--- config.mk ---
export PLATFORM = sky130hd
export DESIGN_NAME = mem_stage
export DESIGN_NICKNAME = d
export VERILOG_FILES = /design/src/rtl/mem_stage_pkg.sv /design/src/rtl/byte_ram.sv /design/src/rtl/mem_stage.sv
export SDC_FILE = /design/constraint.sdc
export NUM_CORES = 2
export LEC_CHECK = 0
export CAP_MARGIN = 25
export CORE_MARGIN = 3
export CORE_UTILIZATION = 60
export DETAILED_ROUTE_END_ITERATION = 6
export MAX_ROUTING_LAYER = met4
export PLACE_DENSITY = 0.9
export SLEW_MARGIN = 10
export SYNTH_ARGS = -nofsm -noshare
export SYNTH_HDL_FRONTEND = slang
export SYNTH_SLANG_ARGS = --single-unit
--- constraint.sdc ---
create_clock -name i_clk -period 2.7 [get_ports i_clk]
set_input_delay 0.405 -clock i_clk [delete_from_list [all_inputs] [get_ports i_clk]]
set_output_delay 0.405 -clock i_clk [all_outputs]
set_load 0.02 [all_outputs]
--- src/rtl/mem_stage_pkg.sv ---
// rtl/mem_stage_pkg.sv - shared access-size and dump-FSM encodings for the memory stage
package mem_stage_pkg;

    // Access size encodings carried on i_size
    localparam logic [1:0] SZ_BYTE = 2'b00;
    localparam logic [1:0] SZ_HALF = 2'b01;
    localparam logic [1:0] SZ_WORD = 2'b10;

    // Debug dump sequencer states
    typedef enum logic {
        ST_IDLE = 1'b0,
        ST_DUMP = 1'b1
    } dump_state_t;

    // True when the access size cannot be served at this byte offset.
    // Encoding 2'b11 is reserved and always treated as misaligned.
    function automatic logic size_misaligned(input logic [1:0] size, input logic [1:0] off);
        logic bad;
        case (size)
            SZ_BYTE: bad = 1'b0;
            SZ_HALF: bad = off[0];
            SZ_WORD: bad = (off != 2'b00);
            default: bad = 1'b1;
        endcase
        return bad;
    endfunction

endpackage

--- src/rtl/byte_ram.sv ---
// rtl/byte_ram.sv - word-organised RAM with byte-enable write port and two async read ports
//
// Ports:
//   clk        write clock, rising edge
//   wr_be      per-lane write enables, lane i covers wr_data[8i+7:8i]
//   wr_addr    word index written
//   wr_data    write data
//   rd_addr_a  pipeline read word index -> rd_data_a (combinational)
//   rd_addr_b  debug read word index    -> rd_data_b (combinational)
// Contents are not reset.
module byte_ram #(
    parameter int ADDR_W = 5
) (
    input  logic              clk,
    input  logic [3:0]        wr_be,
    input  logic [ADDR_W-1:0] wr_addr,
    input  logic [31:0]       wr_data,
    input  logic [ADDR_W-1:0] rd_addr_a,
    output logic [31:0]       rd_data_a,
    input  logic [ADDR_W-1:0] rd_addr_b,
    output logic [31:0]       rd_data_b
);

    logic [31:0] mem [2**ADDR_W];

    always_ff @(posedge clk) begin
        for (int i = 0; i < 4; i++) begin
            if (wr_be[i]) begin
                mem[wr_addr][i*8 +: 8] <= wr_data[i*8 +: 8];
            end
        end
    end

    // Reads see the contents from before the current edge's write
    assign rd_data_a = mem[rd_addr_a];
    assign rd_data_b = mem[rd_addr_b];

endmodule

--- src/rtl/mem_stage.sv ---
// rtl/mem_stage.sv - pipeline memory stage: byte-addressed loads/stores plus a debug memory dump
//
// Ports:
//   i_clk, i_reset        clock (rising edge), asynchronous active-low reset
//   i_enable, i_flush     pipeline advance, bubble insert (flush dominates)
//   i_alu_result          byte address / ALU result passed through to WB
//   i_operand_b           store data
//   i_mem_read/write      load / store request
//   i_size, i_unsigned    access size, zero-extend loads
//   i_reg_write, i_mem_to_reg, i_rd   WB control passed through
//   i_dbg_dump            start a full memory dump
//   o_*_W                 registered WB-stage outputs
//   o_dbg_*               dump stream: data, word address, valid, last, busy
module mem_stage
    import mem_stage_pkg::*;
#(
    parameter int DATA_W     = 32,
    parameter int MEM_ADDR_W = 5,
    parameter int REG_W      = 5
) (
    input  logic                  i_clk,
    input  logic                  i_reset,
    input  logic                  i_enable,
    input  logic                  i_flush,
    input  logic [DATA_W-1:0]     i_alu_result,
    input  logic [DATA_W-1:0]     i_operand_b,
    input  logic                  i_mem_read,
    input  logic                  i_mem_write,
    input  logic [1:0]            i_size,
    input  logic                  i_unsigned,
    input  logic                  i_reg_write,
    input  logic                  i_mem_to_reg,
    input  logic [REG_W-1:0]      i_rd,
    input  logic                  i_dbg_dump,
    output logic [DATA_W-1:0]     o_alu_result_W,
    output logic [DATA_W-1:0]     o_read_data_W,
    output logic                  o_reg_write_W,
    output logic                  o_mem_to_reg_W,
    output logic [REG_W-1:0]      o_rd_W,
    output logic                  o_misaligned_W,
    output logic [DATA_W-1:0]     o_dbg_data,
    output logic [MEM_ADDR_W-1:0] o_dbg_addr,
    output logic                  o_dbg_valid,
    output logic                  o_dbg_last,
    output logic                  o_dbg_busy
);

    logic [MEM_ADDR_W-1:0] word_idx;
    logic [1:0]            byte_off;
    logic                  misaligned;
    logic                  mem_we;
    logic [3:0]            lane_be;
    logic [3:0]            ram_be;
    logic [DATA_W-1:0]     lane_wdata;
    logic [DATA_W-1:0]     rd_word;
    logic [DATA_W-1:0]     rd_shifted;
    logic [DATA_W-1:0]     load_data;
    logic [DATA_W-1:0]     dbg_word;
    logic [MEM_ADDR_W-1:0] dump_cnt;
    logic                  dump_at_end;
    dump_state_t           state;
    dump_state_t           state_nxt;

    // Upper address bits are dropped so accesses wrap modulo the depth
    assign word_idx   = i_alu_result[MEM_ADDR_W+1:2];
    assign byte_off   = i_alu_result[1:0];
    assign misaligned = (i_mem_read | i_mem_write) & size_misaligned(i_size, byte_off);
    assign mem_we     = i_mem_write & i_enable & ~i_flush & ~misaligned;

    // Store data is replicated across lanes so only the enables pick the position
    always_comb begin
        lane_be    = 4'b0000;
        lane_wdata = i_operand_b;
        case (i_size)
            SZ_BYTE: begin
                lane_be    = 4'b0001 << byte_off;
                lane_wdata = {4{i_operand_b[7:0]}};
            end
            SZ_HALF: begin
                lane_be    = byte_off[1] ? 4'b1100 : 4'b0011;
                lane_wdata = {2{i_operand_b[15:0]}};
            end
            SZ_WORD: lane_be = 4'b1111;
            default: lane_be = 4'b0000;
        endcase
    end

    assign ram_be = mem_we ? lane_be : 4'b0000;

    byte_ram #(
        .ADDR_W(MEM_ADDR_W)
    ) u_ram (
        .clk       (i_clk),
        .wr_be     (ram_be),
        .wr_addr   (word_idx),
        .wr_data   (lane_wdata),
        .rd_addr_a (word_idx),
        .rd_data_a (rd_word),
        .rd_addr_b (dump_cnt),
        .rd_data_b (dbg_word)
    );

    // Move the addressed byte/half down to bit 0, then extend
    assign rd_shifted = rd_word >> {byte_off, 3'b000};

    always_comb begin
        load_data = '0;
        case (i_size)
            SZ_BYTE: load_data = {{24{rd_shifted[7] & ~i_unsigned}}, rd_shifted[7:0]};
            SZ_HALF: load_data = {{16{rd_shifted[15] & ~i_unsigned}}, rd_shifted[15:0]};
            SZ_WORD: load_data = rd_word;
            default: load_data = '0;
        endcase
        // A simultaneous store takes priority and the load returns zero
        if (!i_mem_read || i_mem_write || misaligned) begin
            load_data = '0;
        end
    end

    always_ff @(posedge i_clk or negedge i_reset) begin
        if (!i_reset) begin
            o_alu_result_W <= '0;
            o_read_data_W  <= '0;
            o_reg_write_W  <= 1'b0;
            o_mem_to_reg_W <= 1'b0;
            o_rd_W         <= '0;
            o_misaligned_W <= 1'b0;
        end else if (i_flush) begin
            o_alu_result_W <= '0;
            o_read_data_W  <= '0;
            o_reg_write_W  <= 1'b0;
            o_mem_to_reg_W <= 1'b0;
            o_rd_W         <= '0;
            o_misaligned_W <= 1'b0;
        end else if (i_enable) begin
            o_alu_result_W <= i_alu_result;
            o_read_data_W  <= load_data;
            o_reg_write_W  <= i_reg_write;
            o_mem_to_reg_W <= i_mem_to_reg;
            o_rd_W         <= i_rd;
            o_misaligned_W <= misaligned;
        end
    end

    assign dump_at_end = (dump_cnt == {MEM_ADDR_W{1'b1}});

    always_ff @(posedge i_clk or negedge i_reset) begin
        if (!i_reset) begin
            state <= ST_IDLE;
        end else begin
            state <= state_nxt;
        end
    end

    always_comb begin
        state_nxt = state;
        case (state)
            ST_IDLE: if (i_dbg_dump) state_nxt = ST_DUMP;
            ST_DUMP: if (dump_at_end) state_nxt = ST_IDLE;
            default: state_nxt = ST_IDLE;
        endcase
    end

    // Dump data/address hold their last value once the dump ends
    always_ff @(posedge i_clk or negedge i_reset) begin
        if (!i_reset) begin
            dump_cnt    <= '0;
            o_dbg_data  <= '0;
            o_dbg_addr  <= '0;
            o_dbg_valid <= 1'b0;
            o_dbg_last  <= 1'b0;
        end else if (state == ST_DUMP) begin
            o_dbg_data  <= dbg_word;
            o_dbg_addr  <= dump_cnt;
            o_dbg_valid <= 1'b1;
            o_dbg_last  <= dump_at_end;
            dump_cnt    <= dump_cnt + 1'b1;
        end else begin
            o_dbg_valid <= 1'b0;
            o_dbg_last  <= 1'b0;
            if (i_dbg_dump) begin
                dump_cnt <= '0;
            end
        end
    end

    assign o_dbg_busy = (state == ST_DUMP);

endmodule

==> summary.md <==
| Metric | Value |
|---|---|
| CP Class | `reg -> reg` |
| HP Class | `in -> reg` |
| Max_slew headroom | `29.1%` |
| Later-pin clock latency in the skew report | `0.71 ns` |
| RePlAce Congestion | `1.08` |
| Worst Path Arrival | `3.21 ns` |
| Final ANT Viol Nets | `0` |
| DRC | `102` |
| Crit path time final | `2.67 ns` |
| Area Overhead vs Synth | `21.2%` |
| Max Clock Freq | `374 MHz` |
| Leading area contributor after synthesis | `edfxtp_1` |
| WL/cell | `36.5 µm` |
| Synth Cell Area | `52600 µm²` |
| Seq/Total Area, Yosys | `64.0%` |
| CTS Sinks | `1141` |
| Row count | `107` |
| Post-Syn Instances | `3041` |
| Final setup violation count | `0` |
| Tcrit/Tclk final | `99.1%` |
| Fin. Hold Viols | `0` |
| First-pass GRT wire length | `254000 µm` |
| Outcome | `finished, violations left` |
| Htree depth | `3` |
| Dpl cells | `4638` |
| Dpl ws | `-0.489 ns` |
| Finished Layout Cells | `4861` |
| Final #Nets | `3702` |
| Largest net degree at the start of global routing | `58` |
| WP data required | `3.24 ns` |
| Worst Hold Endpoint | `o_alu_result_W[0]` |
| HPWL after DPL | `124000 µm` |
| CTS root buffer | `clkbuf_16` |
| Iter 0 DRT Violations | `5639` |
| Setup crit start kind | `flop` |
| Post-Layout Inst Area | `63800 µm²` |
| Die Span Y | `302 µm` |
| WHS Path Cells | `3` |
| Cell variety after synth | `54` |
| Max Cap Viol | `0` |
| Worst r2r dst | `o_dbg_data[7]` |
| Die area | `91300 µm²` |
| Initial core utilization | `61.1%` |
| IO Pins | `193` |
| Largest cells by area after synthesis | `edfxtp_1 58%, mux4_2 16%, mux2i_1 9.3%, dfrtp_1 5.6%, o22ai_1 2.4%` |
| Initial antenna violation count | `3` |
| Synth Area per Inst | `17.3 µm²` |
| Post-synth EDFFs | `1024` |
| Total CTS buffers | `113` |
| Commonest cells post-synth | `1024 x edfxtp_1, 487 x mux2i_1, 376 x mux4_2` |
| Depth of the most critical reg-to-reg path | `7` |
| Clock slew at reported path FFs | `0.06 ns` |
| Final WL | `177000 µm` |
| Worst Skew | `0.0312 ns` |
| Syn Nets | `3124` |
| Post-synthesis register bit count | `1141` |
| FF-to-FF setup slack | `0.03 ns` |
| CP Capture Type | `flop` |
| DP Area | `60100 µm²` |
| Detailed Routing Iterations Pass 1 | `7` |
| Most frequent cell after synthesis | `edfxtp_1` |
| RSZ-0062 raised after global routing | `false` |
| Yosys warnings | `0` |
| Final worst setup slack | `0.0255 ns` |
| Core box area | `86100 µm²` |
| CTS tree | `done` |
| Overall power | `51.3 mW` |
| GRT Util Overall | `40.4%` |
| Gr ovfl total | `0` |
| Yosys top cell area share | `58.4%` |
| Final slew viol count | `0` |
| CTS max path bufs | `3` |
| FF-to-FF Start | `dump_cnt[0]` |
| Violated checks | `design-rule violations` |
| Hold Path Origin | `i_enable` |
| Utilization after layout | `74.1%` |
| Pwr/cell area | `804 nW/µm²` |
| Layout cell share with drive strength beyond 1 | `30.1%` |
| Setup TNS | `0 ns` |
| Worst-margin pin slew | `1.06 ns` |
| Ys flop type | `edfxtp_1` |
| Synth async-reset ratio | `10.3%` |
| Peak supply drop | `0.000778 V` |
| IO Port Bufs | `192` |
| Via-to-Cell Ratio | `7.28` |
| WHS | `0.140 ns` |
| Leakage Power | `22.7 nW` |
| Vias | `35400` |
| Die X | `302 µm` |
| Number of global-route vias before repair | `35300` |
| CP max FO | `17` |
[layer usage]
layer  part of all wire [%]  track usage [%]  up-vias
met2                     47             61.4     3167
met4                    5.1             15.4        0
li1                       -                -    13700
met1                     34             52.0    17900
met5                      0                -        -
met3                     14             12.2      602
[cell usage in the layout (no fill, tap or decap), types with 6 or more instances in the layout]
cell,n
clkbuf_16,118
clkinvlp_4,8
clkinv_1,25
mux2_2,22
o21ai_2,8
nand2_1,92
a31oi_1,7
edfxtp_1,1024
dfrtp_1,111
mux2i_1,484
clkdlybuf4s50_1,187
clkinv_2,22
a22o_1,13
o21ai_0,15
mux4_2,376
o211ai_1,7
nand2b_1,8
a221oi_1,7
nor4_1,50
nand4bb_1,6
a221o_1,7
nand3_2,10
buf_12,113
a21oi_1,42
a22oi_1,33
clkbuf_1,22
buf_4,398
o22ai_1,201
nor2_1,210
nand3_1,11
[repair_timing]
action	CTS	global route
cloned	0	1
resized for setup	2	3
buffers inserted	3	5
hold buffers	1	0
hold endpoints to repair	47	0
setup endpoints to repair	4	5
[cells by family after synthesis]
family	Yosys count	synth area share, %
adder cells (fa/ha/maj)	2	0.0476
multiplexers	885	25.8
flip-flops	1141	64.0
AND/OR/NAND/NOR	418	3.75
buffers and inverters	246	2.10
AO/OA/AOI/OAI	347	4.24
XOR/XNOR	2	0.0333
[how the worst max path moves through the flow]
| stage | from | endpoint | slack (ns) | depth (start not counted) |
|---|---|---|---|---|
| 2_1_floorplan | i_alu_result[3] | u_ram.mem[27][0] | 0.12 | 8 |
| 3_3_place_gp | i_alu_result[4] | o_read_data_W[4] | -0.43 | 10 |
| 3_5_place_dp | i_alu_result[5] | o_read_data_W[6] | -0.49 | 10 |
| 4_1_cts | dump_cnt[0] | o_dbg_data[7] | 0.02 | 7 |
| 5_1_grt | dump_cnt[0] | o_dbg_data[3] | 0.001 | 7 |
| 6_report | dump_cnt[0] | o_dbg_data[7] | 0.03 | 7 |
[worst max-delay path: stages, from the launching register on]
cell and delay (ns):
dfrtp_4 0.52, buf_12 0.22, buf_16 0.21, buf_4 0.14, mux4_2 0.50, mux4_2 0.53, mux2i_2 0.23, a21oi_1 0.13
[flip-flops by register name, summed over array words and instances, names as in the netlist]
name / count
o_alu_result_W: 32
o_misaligned_W: 1
o_dbg_valid: 1
o_dbg_addr: 5
dump_cnt: 5
u_ram.mem: 1024
o_dbg_data: 32
o_mem_to_reg_W: 1
o_dbg_busy: 1
o_read_data_W: 32
o_reg_write_W: 1
o_rd_W: 5
o_dbg_last: 1
[layout make-up]
cell class	count	area [µm²]
fill	4904	22300
sequential	1141	33700
timing repair buffer	707	7240
clock inverter	66	454
clock buffer	142	3050
multi-input combinational	1654	17900
inverter	2	7.51
antenna	5	12.5
tap	1144	1430
[where the power goes]
part / total [mW] / switching (mW) / leakage (nW) / internal, mW
Clock: 15.1 / 6.80 / 1.70 / 8.28
Sequential: 20.3 / 0.513 / 10.6 / 19.8
Combinational: 15.9 / 7.84 / 10.4 / 8.01
Note: power is estimated with default switching activity, not from simulation.
